**src/rtl/seq_add_pkg.sv**
```systemverilog
// Shared definitions for the chunk-serial adder controller.
//   state_t     : controller FSM states (IDLE / BUSY / DONE)
//   CHUNK_W     : width of the single adder slice, in bits
//   num_chunks(): number of CHUNK_W-bit passes needed for a WIDTH-bit
//                 operation plus its carry-out bit
package seq_add_pkg;

    localparam int CHUNK_W = 6;

    typedef enum logic [1:0] {
        IDLE = 2'd0,
        BUSY = 2'd1,
        DONE = 2'd2
    } state_t;

    // ceil((width + 1) / CHUNK_W): the extra bit leaves room for the carry-out.
    function automatic int num_chunks(input int width);
        return (width + CHUNK_W) / CHUNK_W;
    endfunction

endpackage

```
**src/rtl/cla_6bit.sv**
```systemverilog
// Single CHUNK_W-bit carry-lookahead adder slice.
//   a, b   : chunk operands
//   c_in   : carry into bit 0
//   sum    : chunk sum
//   c_out  : carry out of the top bit
module cla_6bit
    import seq_add_pkg::*;
(
    input  logic [CHUNK_W-1:0] a,
    input  logic [CHUNK_W-1:0] b,
    input  logic               c_in,
    output logic [CHUNK_W-1:0] sum,
    output logic               c_out
);

    logic [CHUNK_W-1:0] gen;
    logic [CHUNK_W-1:0] prop;
    logic [CHUNK_W:0]   carry;

    assign gen  = a & b;
    assign prop = a ^ b;

    // Carry into bit i+1, flattened: g[i] | p[i]g[i-1] | ... | p[i..0]c_in.
    // Every carry is a function of g/p/c_in only, never of a lower carry.
    function automatic logic lookahead(input logic [CHUNK_W-1:0] g,
                                       input logic [CHUNK_W-1:0] p,
                                       input logic               cin,
                                       input int                 i);
        logic acc;
        logic pp;
        acc = g[i];
        pp  = p[i];
        for (int j = i - 1; j >= 0; j--) begin
            acc = acc | (pp & g[j]);
            pp  = pp & p[j];
        end
        return acc | (pp & cin);
    endfunction

    assign carry[0] = c_in;

    for (genvar i = 0; i < CHUNK_W; i++) begin : g_carry
        assign carry[i+1] = lookahead(gen, prop, c_in, i);
    end

    assign sum   = prop ^ carry[CHUNK_W-1:0];
    assign c_out = carry[CHUNK_W];

endmodule

```
**src/rtl/seq_add_ctrl.sv**
```systemverilog
// Chunk-serial add/subtract controller.
// Operands are zero-padded to NUM_CHUNKS*CHUNK_W bits and summed one chunk
// per cycle through a single cla_6bit slice; the slice carry is kept in a
// register between passes. Subtract is A + ~B + 1 (B inverted at capture,
// carry register seeded with 1).
//   i_clk, i_rst_n      : clock, async active-low reset
//   i_valid / o_ready   : request handshake (accepted only in IDLE)
//   i_a, i_b, i_sub     : operands and operation select
//   i_flush             : synchronous abort, highest priority
//   o_valid / i_ready   : result handshake (held in DONE until taken)
//   o_result, o_carry   : sum bits [WIDTH-1:0] and bit WIDTH (1 = no borrow)
//   o_overflow          : two's-complement signed overflow
module seq_add_ctrl
    import seq_add_pkg::*;
#(
    parameter int WIDTH = 32
) (
    input  logic             i_clk,
    input  logic             i_rst_n,
    input  logic             i_valid,
    output logic             o_ready,
    input  logic [WIDTH-1:0] i_a,
    input  logic [WIDTH-1:0] i_b,
    input  logic             i_sub,
    input  logic             i_flush,
    output logic             o_valid,
    input  logic             i_ready,
    output logic [WIDTH-1:0] o_result,
    output logic             o_carry,
    output logic             o_overflow
);

    localparam int NUM_CHUNKS = num_chunks(WIDTH);
    localparam int PAD_W      = NUM_CHUNKS * CHUNK_W;
    localparam int CNT_W      = $clog2(NUM_CHUNKS);
    localparam int MSB_CH     = (WIDTH - 1) / CHUNK_W;
    localparam int MSB_BIT    = (WIDTH - 1) % CHUNK_W;

    state_t                               state;
    logic [CNT_W-1:0]                     cnt;
    logic                                 carry;
    logic [NUM_CHUNKS-1:0][CHUNK_W-1:0]   a_reg;
    logic [NUM_CHUNKS-1:0][CHUNK_W-1:0]   b_reg;
    logic [NUM_CHUNKS-1:0][CHUNK_W-1:0]   sum_reg;

    logic [CHUNK_W-1:0]                   slice_sum;
    logic                                 slice_cout;
    logic [NUM_CHUNKS-1:0][CHUNK_W-1:0]   sum_next;
    logic [PAD_W-1:0]                     sum_flat;
    logic [WIDTH-1:0]                     b_eff;
    logic                                 last;
    logic                                 ovf_next;

    cla_6bit u_cla (
        .a     (a_reg[cnt]),
        .b     (b_reg[cnt]),
        .c_in  (carry),
        .sum   (slice_sum),
        .c_out (slice_cout)
    );

    // Partial sum with the current chunk merged in; on the last pass this is
    // the complete padded sum, so the result flags can be registered straight
    // from it on the DONE transition.
    always_comb begin
        sum_next      = sum_reg;
        sum_next[cnt] = slice_sum;
    end

    assign sum_flat = sum_next;
    assign b_eff    = i_sub ? ~i_b : i_b;
    assign last     = (cnt == CNT_W'(NUM_CHUNKS - 1));
    assign ovf_next = (a_reg[MSB_CH][MSB_BIT] == b_reg[MSB_CH][MSB_BIT]) &&
                      (sum_flat[WIDTH-1] != a_reg[MSB_CH][MSB_BIT]);

    // Padding bits above the carry position never leave the block.
    if (PAD_W > WIDTH + 1) begin : g_pad
        logic unused_pad;
        assign unused_pad = ^sum_flat[PAD_W-1:WIDTH+1];
    end

    always_ff @(posedge i_clk or negedge i_rst_n) begin
        if (!i_rst_n) begin
            state      <= IDLE;
            cnt        <= '0;
            carry      <= 1'b0;
            a_reg      <= '0;
            b_reg      <= '0;
            sum_reg    <= '0;
            o_ready    <= 1'b1;
            o_valid    <= 1'b0;
            o_result   <= '0;
            o_carry    <= 1'b0;
            o_overflow <= 1'b0;
        end else if (i_flush) begin
            state      <= IDLE;
            cnt        <= '0;
            carry      <= 1'b0;
            o_ready    <= 1'b1;
            o_valid    <= 1'b0;
            o_result   <= '0;
            o_carry    <= 1'b0;
            o_overflow <= 1'b0;
        end else begin
            case (state)
                IDLE: begin
                    if (i_valid) begin
                        a_reg      <= PAD_W'(i_a);
                        b_reg      <= PAD_W'(b_eff);
                        sum_reg    <= '0;
                        carry      <= i_sub;
                        cnt        <= '0;
                        o_ready    <= 1'b0;
                        o_result   <= '0;
                        o_carry    <= 1'b0;
                        o_overflow <= 1'b0;
                        state      <= BUSY;
                    end
                end
                BUSY: begin
                    sum_reg <= sum_next;
                    carry   <= slice_cout;
                    if (last) begin
                        cnt        <= '0;
                        o_valid    <= 1'b1;
                        o_result   <= sum_flat[WIDTH-1:0];
                        o_carry    <= sum_flat[WIDTH];
                        o_overflow <= ovf_next;
                        state      <= DONE;
                    end else begin
                        cnt <= cnt + 1'b1;
                    end
                end
                DONE: begin
                    // Return to IDLE only; a request seen on this edge waits
                    // for the following one.
                    if (i_ready) begin
                        o_valid <= 1'b0;
                        o_ready <= 1'b1;
                        state   <= IDLE;
                    end
                end
                default: begin
                    o_valid <= 1'b0;
                    o_ready <= 1'b1;
                    state   <= IDLE;
                end
            endcase
        end
    end

endmodule

```
**config.mk**
```make
export PLATFORM = sky130hd
export DESIGN_NAME = seq_add_ctrl
export DESIGN_NICKNAME = d
export VERILOG_FILES = /design/src/rtl/seq_add_pkg.sv /design/src/rtl/cla_6bit.sv /design/src/rtl/seq_add_ctrl.sv
export SDC_FILE = /design/constraint.sdc
export NUM_CORES = 1
export LEC_CHECK = 0
export CAP_MARGIN = 40
export CORE_UTILIZATION = 50
export DETAILED_ROUTE_END_ITERATION = 10
export GPL_TIMING_DRIVEN = 0
export HOLD_SLACK_MARGIN = 0.02
export PLACE_DENSITY = 0.79
export SYNTH_ARGS = -nofsm -noshare
export SYNTH_HDL_FRONTEND = slang
export SYNTH_SLANG_ARGS = --single-unit
```
**constraint.sdc**
```tcl
create_clock -name i_clk -period 7 [get_ports i_clk]
set_clock_uncertainty 0.1 [all_clocks]
set_input_delay 1.75 -clock i_clk [delete_from_list [all_inputs] [get_ports i_clk]]
set_output_delay 1.75 -clock i_clk [all_outputs]
set_load 0.02 [all_outputs]
```
[After elaboration in Yosys (flattened, before gate mapping)]
Index checks and enable logic that the tools add are counted.
Widths: inputs -> output; s select.
Word-level totals
  register bits after elaboration: 142
  input port bits: 70
  output and inout bits: 36
  word-level logic and storage cells: 154
Cells by class
  add/sub/neg operators: 1
  magnitude comparators: 2
  equal/unequal tests: 11
  mux-type cells: 40
  bitwise operators: 62
  reductions and logical operators: 12
Operators by type and width (count)
  $mux 32: 4
  $pmux 36 s2: 1
  $pmux 32 s2: 1
  $and 1x1->1: 36
  $bmux 6 s3: 2
  $bwmux 36: 1
  $mux 36: 1
  $not 32->32: 1
  $or 1x1->1: 21
  $demux 6 s3: 1
  $mux 6: 3
  $reduce_and 3->1: 6
  $mux 1: 12
  $xor 6x6->6: 2
  $mux 3: 3
  $ne 3x3->1 const B: 3
  $mux 2: 4
  $and 6x6->6: 1
  $ne 2x2->1 const B: 3
  $pmux 1 s2: 3
  $pmux 1 s3: 2
  $pmux 2 s3: 1
  $pmux 3 s2: 1
  $lt 3x4->1 const B: 1
  13 further kinds: 14

[Logic depth before layout (Yosys ltp)]
Gate-level depths: netlist (run 1).
  word-level depth: 16
  depth in mapped cells: 12
  gate-level depth less buffers: 10

[By module]
A second synthesis (run 1) with hierarchy kept.
Second synthesis, totals
  cell total of the unflattened synthesis: 541
  area, all modules: 6392.4 sq um
By module, submodules not included
  seq_add_ctrl: times used 1, cells each 512, area each 6143.4 sq um, sequential area each 3404.5 sq um
  cla_6bit: times used 1, cells each 29, area each 249.0 sq um, sequential area each 0.0 sq um

[Least setup slack after synthesis (run 1)]
OpenSTA, ideal clock, no wires.
  path kind: in2reg
  start: in i_flush
  end: reg sum_reg[4] (netlist bit)
  library setup time: 0.068 ns
  arrival: 3.205 ns
  data required time: 6.832 ns
  setup slack: 3.628 ns
  cell stages on the path: 6
  cells stage by stage: buf_2 > or3b_1 > buf_2 > or4b_4 > o211ai_4 > a22o_1
Between the ends
  word-level cells in the longest chain between the ends: 2
RTL lines
  start: declaration: line seq_add_ctrl.sv:25  | input logic i_flush,
  $not 1->1 (no line)
  $reduce_and 3->1 (no line)
  end signal: assignment: line seq_add_ctrl.sv:121  | sum_reg <= sum_next;
  end: declaration: line seq_add_ctrl.sv:44  | logic [NUM_CHUNKS-1:0][CHUNK_W-1:0] sum_reg;
No other way between the ends.
A chain may end at the register's enable or synchronous reset.

[Worst setup path in the final report (run 1)]
  start: reg cnt[2]
  end: reg sum_reg[17] (netlist bit)
Between the ends
  word-level cells in the longest chain between the ends: 12
RTL lines
  start: declaration: line seq_add_ctrl.sv:40  | logic [CNT_W-1:0] cnt;
  start signal: assignment: line seq_add_ctrl.sv:131  | cnt <= cnt + 1'b1;
  $bmux 6 s3, on equally long branches: line seq_add_ctrl.sv:55, seq_add_ctrl.sv:56
  $mux 6, on equally long branches: line seq_add_ctrl.sv:55, seq_add_ctrl.sv:56
  $xor 6x6->6 / $and 6x6->6 (equally long branches): line cla_6bit.sv:21, cla_6bit.sv:20
  $and 1x1->1, on equally long branches: line cla_6bit.sv:34, cla_6bit.sv:35
  $or 1x1->1 (tied with other cells) (3 in series): line cla_6bit.sv:34  | acc = acc | (pp & g[j]);
  $or 1x1->1 / $and 1x1->1 (equally long branches): line cla_6bit.sv:34, cla_6bit.sv:37
  $or 1x1->1: line cla_6bit.sv:37  | return acc | (pp & cin);
  $xor 6x6->6: line cla_6bit.sv:46  | assign sum = prop ^ carry[CHUNK_W-1:0];
  $bwmux 36 *: line seq_add_ctrl.sv:67  | sum_next[cnt] = slice_sum;
  $pmux 36 s2 *: line seq_add_ctrl.sv:105  | case (state)
Every way passes the cells marked *; elsewhere a longest branch is shown, timed or not. The select of a mux whose other input is x is not followed.

==> metrics, run 1 <==
Synth warnings=0; Num CTS Buffers=17; Clock H-tree levels=4; critical-path cell list=clkbuf_1, nor3b_1, buf_2, clkbuf_1, nand2_1, o21ai_0, ha_1, o21ai_0, nor2_1, o41ai_2, xnor2_1, a32o_1; Worst slew margin=41.1%; most frequent cells in the layout=dfrtp_1 (135), clkdlybuf4s50_1 (102), nor2_1 (57), nand2_1 (55), a21oi_1 (42); P per Cell Area=291 nW/um2; fmax=234 MHz; post-CTS setup buffers=0; Yosys reg bits=136; actual slew at the worst max-slew pin=881 ps; Initial Util=51.9%; TritonCTS Sinks=136; ys flop type=dfrtp_1; antenna viol nets, final=0; Yosys cell types=52; CTS tree=built; WP depth=12; status=complete, no violations; io pins=106; chip height=114 um; Mapped Area=6310 um2; vias in the first global route=5,202; Resized cells post-CTS=0; Max IR drop VDD=0.153 mV; CP required=7250 ps; Post-Route WL=16.0 mm; Overall Power=2.38 mW; worst setup margin=2720 ps; Layout Cells excl Fill=878; Total GRT Usage=26.5%; Finish-stage setup viols=0; total nets after synthesis=650; Die Area=13,100 um2; Core Area=12,200 um2; routed via count=5,075; async set or reset register ratio after synthesis=100%; fin nets=775; Synth Area per Inst=11.0 um2; fin. max-slew vios=0; setup_tns=0 ps; std cell rows=40; Pleak=3.39 nW; DR vias/cell=5.78; antenna violations before repair=0; first-pass GRT wire length=26.3 mm; FF-to-FF End=sum_reg[17]; r2r setup slk=2720 ps; Worst Setup EP=sum_reg[17]; cts hold-fix bufs=0; number of port buffers=103; layout cell share with drive strength beyond 1=12.3%; Hold Crit Class=reg -> reg; Pre-antenna DRT Iters=5; R2R cell count=12; clk slew on worst S/H paths=60 ps; CP startpoint kind=flop; Post-DP HPWL=11.2 mm; CP Launch Point=cnt[2]; family with the most delay on the worst path=simple AND/OR/NAND/NOR gates; worst skew pair latency=420 ps; number of enable flip-flop cells after synthesis=0; 1st-iter DRT viols=344; Mapped Cells=572; sequential share of the synthesized area=54.0%; Slowest cell on crit path=nor2_1; CP Max Fanout=10; MaxCap Viol Count=0; fin crit share=61.1%; Routability Congestion=0.854; Hold Fails Final Rpt=0; cell count after placement=846; unrepaired setup endpoints after global routing=no; Die W=114 um; fin crit period=4280 ps; Max clock buf depth=2; largest net degree at the start of global routing=80; Antenna Cells=0; GRT overflow=0; reg-to-reg critical path startpoint=cnt[2]; root cell of the clock tree=clkbuf_16; WS Path Type=reg -> reg; post-place setup slack=2860 ps; Avg WL per Cell=18.3 um; CP Capture Type=flop; commonest non-fill, non-tap cell in the layout=dfrtp_1; DRC violations left=0; Crit path arrival time=4530 ps; Core Util, Final=67.3%; area delta synth->final=29.8%; Critical path buffers and inverters=3; Worst path max stage delay=690 ps
[cells in the mapped netlist (all sizes together) (2+ instances only)]
cell type | instances | area share (%)
a32o | 9 | 1.4
nor3b | 2 | 0.32
nor2 | 57 | 3.4
or3b | 3 | 0.42
clkbuf | 33 | 2.0
a21oi | 42 | 3.3
a31oi | 3 | 0.30
nand3 | 7 | 0.56
o31ai | 7 | 0.83
nand3b | 3 | 0.36
buf | 10 | 0.87
a211oi | 3 | 0.44
mux4 | 8 | 2.9
ha | 7 | 1.4
mux2 | 34 | 6.1
nor4 | 2 | 0.20
a22oi | 14 | 1.7
o41ai | 3 | 0.54
nor3 | 6 | 0.48
mux2i | 3 | 0.48
o21bai | 2 | 0.24
or3 | 2 | 0.20
nand2 | 55 | 3.3
inv | 9 | 0.54
nand2b | 3 | 0.30
xnor2 | 34 | 4.7
and3b | 2 | 0.28
dfrtp | 135 | 54
a22o | 28 | 3.9
o21ai | 32 | 2.5
[tightest hold or removal path: stages (launching register included)]
cell and delay [ps]:
dfrtp_1 340, nand2_1 50, nand2_1 60
[logic make-up (layout without fill, tap and decap cells)]
| kind of cell | Yosys count | after routing | share of synthesized area [%] |
|---|---|---|---|
| and+or+nand+nor | 148 | 148 | 10.6 |
| muxes | 45 | 45 | 9.40 |
| adders and majority gates | 8 | 8 | 1.71 |
| xor gates and xnor gates | 35 | 35 | 4.86 |
| AOI/OAI and AO/OA | 148 | 148 | 16.1 |
| buffers and inverters | 52 | 190 | 3.37 |
| DFF | 136 | 136 | 54.0 |
[power breakdown]
group	switching (mW)	internal (mW)	leakage, nW	total (mW)
clock	0.339	0.568	0.286	0.907
sequential	0.0668	0.893	1.72	0.960
combinational	0.292	0.225	1.39	0.517
[layout make-up]
| type | count | area [um2] |
|---|---|---|
| plain buffers | 43 | 179 |
| clock buffers | 20 | 447 |
| clock inverters | 12 | 150 |
| fillers | 903 | 3970 |
| inverters | 9 | 33.8 |
| multi-input cells | 384 | 2690 |
| flip-flops and latches | 136 | 3400 |
| well taps | 168 | 210 |
| repair buffers | 106 | 1070 |
[per-stage QoR]
stage	hold slack [ps]	cell area [um2]
after floorplan	345	6310
after global placement	360	7550
after detailed placement	363	7590
after CTS	377	8190
after global routing	410	8190
final	377	8190
[metal layers]
layer	part of all wire, %	global-route usage, %
met1	40	33.3
met2	51	44.2
met3	6.7	5.56
met4	3.1	12.2
met5	0	0
[worst min path at each step]
stage / end / startpoint / depth (start not counted) / slack, ps
after global routing: o_result[20] / o_result[20] / 2 / 410
after CTS: sum_reg[12] / sum_reg[12] / 2 / 380
after detailed placement: sum_reg[12] / sum_reg[12] / 2 / 360
after global placement: sum_reg[12] / sum_reg[12] / 2 / 360
final: sum_reg[12] / sum_reg[12] / 2 / 380
after floorplan: sum_reg[14] / sum_reg[14] / 2 / 350
Note: power is estimated with default switching activity, not from simulation.
==> run 2: changes to the inputs <==
==> constraint.sdc (replaced) <==
create_clock -name i_clk -period 4.37 [get_ports i_clk]
set_clock_uncertainty 0.1 [all_clocks]
set_input_delay 1.0925 -clock i_clk [delete_from_list [all_inputs] [get_ports i_clk]]
set_output_delay 1.0925 -clock i_clk [all_outputs]
set_load 0.02 [all_outputs]
==> metrics, run 2 (synthesized netlist as in run 1, its figures left out) <==
DRC violations left=0 (unchanged); post-place setup slack=283 ps (-2580 ps); Antenna Cells=0 (unchanged); number of port buffers=103 (unchanged); Pleak=3.39 nW (about the same); TritonCTS Sinks=136 (unchanged); Overall Power=3.82 mW (+60%); Worst slew margin=44.0% (+2.9 points); worst skew pair latency=420 ps (about the same); commonest non-fill, non-tap cell in the layout=dfrtp_1; CP Max Fanout=10 (unchanged); Clock H-tree levels=4 (unchanged); clk slew on worst S/H paths=60 ps (about the same); CP startpoint kind=flop; GRT overflow=0 (unchanged); area delta synth->final=29.8% (about the same); Clk pwr share=38.0% (about the same); Gate power share=21.7% (about the same); Post-DP HPWL=11.2 mm (unchanged); vias in the first global route=5,202 (unchanged); CTS tree=built; Hold Fails Final Rpt=0 (unchanged); sequential share of power=40.2% (about the same); CP required=4570 ps (-2680 ps); routed via count=5,098 (+0.45%); Fillers=902 (-0.11%); Initial Util=51.9% (unchanged); r2r setup slk=330 ps (-2390 ps); Post-Route WL=16.1 mm (+0.49%); unrepaired setup endpoints after global routing=no; cts hold-fix bufs=0 (unchanged); layout cell share with drive strength beyond 1=12.4% (+0.14 points); actual slew at the worst max-slew pin=837 ps (-43.7 ps); WS Path Type=reg -> reg; Core Area=12,200 um2 (unchanged); worst setup margin=329 ps (-2390 ps); std cell rows=40 (unchanged); first-pass GRT wire length=26.3 mm (unchanged); fmax=247 MHz (+5.8%); Max clock buf depth=2 (unchanged); fin nets=775 (unchanged); Hold Crit Class=reg -> reg; NetSw=1.12 mW (+61%); Total GRT Usage=26.5% (unchanged); Pre-antenna DRT Iters=5 (unchanged); area occupied by multi-input gates=2700 um2 (about the same); Num CTS Buffers=17 (unchanged); post-CTS setup buffers=0 (unchanged); root cell of the clock tree=clkbuf_16; Crit path arrival time=4250 ps (-280 ps); fin. max-slew vios=0 (unchanged); Max IR drop VDD=0.245 mV (+60%); CP Capture Type=flop; FF/Latch Area=3400 um2 (unchanged); status=complete, no violations; fin crit share=92.5% (+31 points); Die Area=13,100 um2 (unchanged); antenna viol nets, final=0 (unchanged); io pins=106 (unchanged); Die W=114 um (unchanged); most frequent cells in the layout=dfrtp_1 (135), clkdlybuf4s50_1 (102), nor2_1 (56), nand2_1 (55), a21oi_1 (42); Resized cells post-CTS=0 (unchanged); Avg WL per Cell=18.4 um (+0.49%); antenna violations before repair=0 (unchanged); P per Cell Area=467 nW/um2 (+60%); Pint=2.70 mW (+60%); chip height=114 um (unchanged); Finish-stage setup viols=0 (unchanged); DR vias/cell=5.81 (+0.45%); setup_tns=0 ps (unchanged); MaxCap Viol Count=0 (unchanged); Routability Congestion=0.854 (unchanged); fin crit period=4040 ps (-236 ps); 1st-iter DRT viols=354 (+2.9%); Net Sw Frac=29.3% (+0.041 points); largest net degree at the start of global routing=80 (unchanged)
-- run 2: cell counts in the layout (fill, tap and decap cells not counted) --
Identical to the previous run, type by type.
-- run 2: power groups by stage --
stage          clock [mW]  combinational [mW]  sequential, mW
2_1_floorplan           0               0.540            1.52
3_3_place_gp            0               0.768            1.54
3_5_place_dp            0               0.808            1.55
5_1_grt              1.51               0.906            1.56
4_1_cts              1.46               0.817            1.54
6_report             1.45               0.831            1.54
-- run 2: cell type report --
type                    count  area share [%]
flip-flops and latches    136            41.6
multi-input cells         384            32.9
repair buffers            106            13.1
clock buffers              20            5.45
well taps                 168            2.57
plain buffers              43            2.18
clock inverters            12            1.83
inverters                   9           0.412
-- run 2: final timing paths --
kind                             startpoint           end  cells past startpoint
worst max-delay path                 cnt[2]   sum_reg[17]                     12
worst min-delay path            o_result[8]   o_result[8]                      2
worst max register to register       cnt[2]   sum_reg[17]                     12
worst min register to register  o_result[8]   o_result[8]                      2
max in group asynchronous           i_rst_n       o_ready                      2
min in group asynchronous           i_rst_n  o_result[17]                      1
-- run 2: critical path: stages (launching register included) --
cell and delay, ps:
dfrtp_1 330, clkbuf_1 310, nor3b_1 490, buf_2 260
clkbuf_1 410, nand2_1 110, o21ai_0 170, ha_1 320
o21ai_0 150, nor2_2 190, o41ai_2 460, xnor2_1 280
a32o_1 330
-- run 2: through the flow --
step | utilization [%] | hold WS, ps | cells | cell area (um2)
after floorplan | - | 345 | 572 | 6310
after global placement | 62.1 | 360 | 843 | 7550
after detailed placement | 62.4 | 363 | 846 | 7590
after CTS | 67.3 | 377 | 878 | 8190
after global routing | 67.4 | 410 | 878 | 8190
final | 67.4 | 378 | 878 | 8190
-- run 2: per-layer routing --
layer	global-route usage, %	vias to the layer above	wire, um	share of wire [%]
li1	-	2289	-	-
met1	33.3	2505	6420	40
met2	44.2	253	8140	50
met3	5.56	51	1070	6.6
met4	12.2	0	486	3.0
met5	0	-	0	0
==> run 3: changes to the inputs <==
--- a/config.mk
+++ b/config.mk
@@ -6,11 +6,12 @@
 export NUM_CORES = 1
 export LEC_CHECK = 0
 export CAP_MARGIN = 40
-export CORE_UTILIZATION = 50
+export CORE_ASPECT_RATIO = 0.7
+export CORE_UTILIZATION = 45
 export DETAILED_ROUTE_END_ITERATION = 10
 export GPL_TIMING_DRIVEN = 0
 export HOLD_SLACK_MARGIN = 0.02
-export PLACE_DENSITY = 0.79
+export PLACE_DENSITY = 0.72
 export SYNTH_ARGS = -nofsm -noshare
 export SYNTH_HDL_FRONTEND = slang
 export SYNTH_SLANG_ARGS = --single-unit
==> metrics, run 3 (synthesized netlist as in run 1, its figures left out) <==
std cell rows=35 (-13%); status=complete, no violations; reg-to-reg critical path startpoint=cnt[1]; fin crit share=89.9% (-2.6 points); Net Sw Frac=29.2% (-0.071 points); Initial Util=47.1% (-4.8 points); Post-DP HPWL=11.5 mm (+2.6%); sequential share of power=40.4% (+0.2 points); fin. max-slew vios=0 (unchanged); FF-to-FF End=sum_reg[23]; Avg WL per Cell=18.0 um (-1.9%); Worst Setup EP=sum_reg[23]; Pint=2.69 mW (-0.52%); unrepaired setup endpoints after global routing=no; worst skew pair latency=420 ps (about the same); most frequent cells in the layout=dfrtp_1 (135), clkdlybuf4s50_1 (102), nor2_1 (56), nand2_1 (55), a21oi_1 (42); worst hold margin=382 ps (+3.81 ps); Clk pwr share=38.0% (about the same); 1st-iter DRT viols=386 (+9.0%); CP required=4620 ps (+50 ps); P per Cell Area=462 nW/um2 (-0.97%); antenna viol nets, final=0 (unchanged); WS Path Type=reg -> reg; Max clock buf depth=2 (unchanged); Pre-antenna DRT Iters=4 (-1); MaxCap Viol Count=0 (unchanged); Core Area=13,400 um2 (+10%); TritonCTS Sinks=136 (unchanged); first-pass GRT wire length=26.1 mm (-0.63%); r2r setup slk=440 ps (+110 ps); largest net degree at the start of global routing=74 (-7.5%); Worst slew margin=43.2% (-0.78 points); GRT overflow=0 (unchanged); Antenna Cells=0 (unchanged); DRC violations left=0 (unchanged); Gate power share=21.6% (about the same); Hold Crit Class=reg -> reg; Post-Route WL=16.1 mm (about the same); Total GRT Usage=24.0% (-2.6 points); Num CTS Buffers=17 (unchanged); CP Launch Point=cnt[1]; R2R cell count=11 (-1); chip height=101 um (-12%); Routability Congestion=0.846 (-0.94%); CP Capture Type=flop; Clock H-tree levels=4 (unchanged); fin crit period=3930 ps (-114 ps); fin nets=775 (unchanged); Finish-stage setup viols=0 (unchanged); Fillers=1,080 (+20%); NetSw=1.11 mW (-0.86%); Die Area=14,500 um2 (+11%); antenna violations before repair=0 (unchanged); Crit path arrival time=4180 ps (-70 ps); post-CTS setup buffers=0 (unchanged); area delta synth->final=30.3%; CP startpoint kind=flop; routed via count=4,916 (-3.6%); fmax=255 MHz (+2.9%); Die W=144 um (+26%); CP Max Fanout=10 (unchanged); layout cell share with drive strength beyond 1=12.8% (+0.42 points); Overall Power=3.80 mW (-0.62%); vias in the first global route=4,946 (-4.9%); root cell of the clock tree=clkbuf_16; setup_tns=0 ps (unchanged); DR vias/cell=5.49 (-5.4%); Pleak=3.39 nW (about the same); io pins=106 (unchanged); clk slew on worst S/H paths=60 ps (about the same); CTS tree=built; Hold Fails Final Rpt=0 (unchanged); Max IR drop VDD=0.291 mV (+19%); commonest non-fill, non-tap cell in the layout=dfrtp_1; number of port buffers=103 (unchanged); actual slew at the worst max-slew pin=848 ps (+11.1 ps)
-- run 3: timing repair --
action,4_1_cts,5_1_grt
setup endpoints to repair,0,5
gates resized for setup,0,2
hold buffers,0,0
-- run 3: how the worst min path moves through the flow --
stage | cells after the start | slack (ps) | end | start
finish | 2 | 380 | sum_reg[26] | sum_reg[26]
global route | 2 | 400 | sum_reg[27] | sum_reg[27]
CTS | 2 | 380 | sum_reg[12] | sum_reg[12]
detailed placement | 2 | 370 | sum_reg[12] | sum_reg[12]
global placement | 2 | 360 | sum_reg[6] | sum_reg[6]
floorplan | 2 | 350 | sum_reg[14] | sum_reg[14]
-- run 3: worst max-delay path, stage by stage, from the launching register on --
cell,delay [ps]
dfrtp_1,330
clkbuf_1,310
clkbuf_1,660
mux4_2,400
inv_1,70
o21ai_0,140
ha_1,360
o21ai_0,130
nor2_2,460
o41ai_2,170
xnor2_1,470
a32o_1,250
-- run 3: area by class of cell --
type / count / area, um2 / area share (%)
flip-flops and latches: 136 / 3400 / 41.4
multi-input cells: 384 / 2700 / 32.8
repair buffers: 106 / 1070 / 13.0
clock buffers: 21 / 480 / 5.84
well taps: 185 / 231 / 2.82
plain buffers: 43 / 179 / 2.18
clock inverters: 11 / 121 / 1.48
inverters: 9 / 33.8 / 0.411
-- run 3: per-layer routing --
layer / up-vias / share of wire [%] / GRT usage (%)
li1: 2282 / - / -
met1: 2433 / 46 / 33.5
met5: - / 0 / 0
met2: 181 / 47 / 37.7
met4: 0 / 1.1 / 6.46
met3: 20 / 6.2 / 5.37
-- run 3: stage by stage --
| stage | instances | setup slack (ps) | utilization (%) | cell area (um2) |
|---|---|---|---|---|
| floorplan | 572 | 1260 | - | 6310 |
| global placement | 860 | -2980 | 56.5 | 7570 |
| detailed placement | 863 | 259 | 56.8 | 7610 |
| CTS | 895 | 212 | 61.3 | 8210 |
| global route | 895 | 169 | 61.3 | 8220 |
| finish | 895 | 443 | 61.3 | 8220 |
-- run 3: power groups by stage --
stage,clock (mW),combinational (mW),sequential (mW)
6_report,1.44,0.820,1.53
3_5_place_dp,0,0.804,1.55
3_3_place_gp,0,0.777,1.54
5_1_grt,1.51,0.903,1.55
2_1_floorplan,0,0.540,1.52
4_1_cts,1.46,0.812,1.53
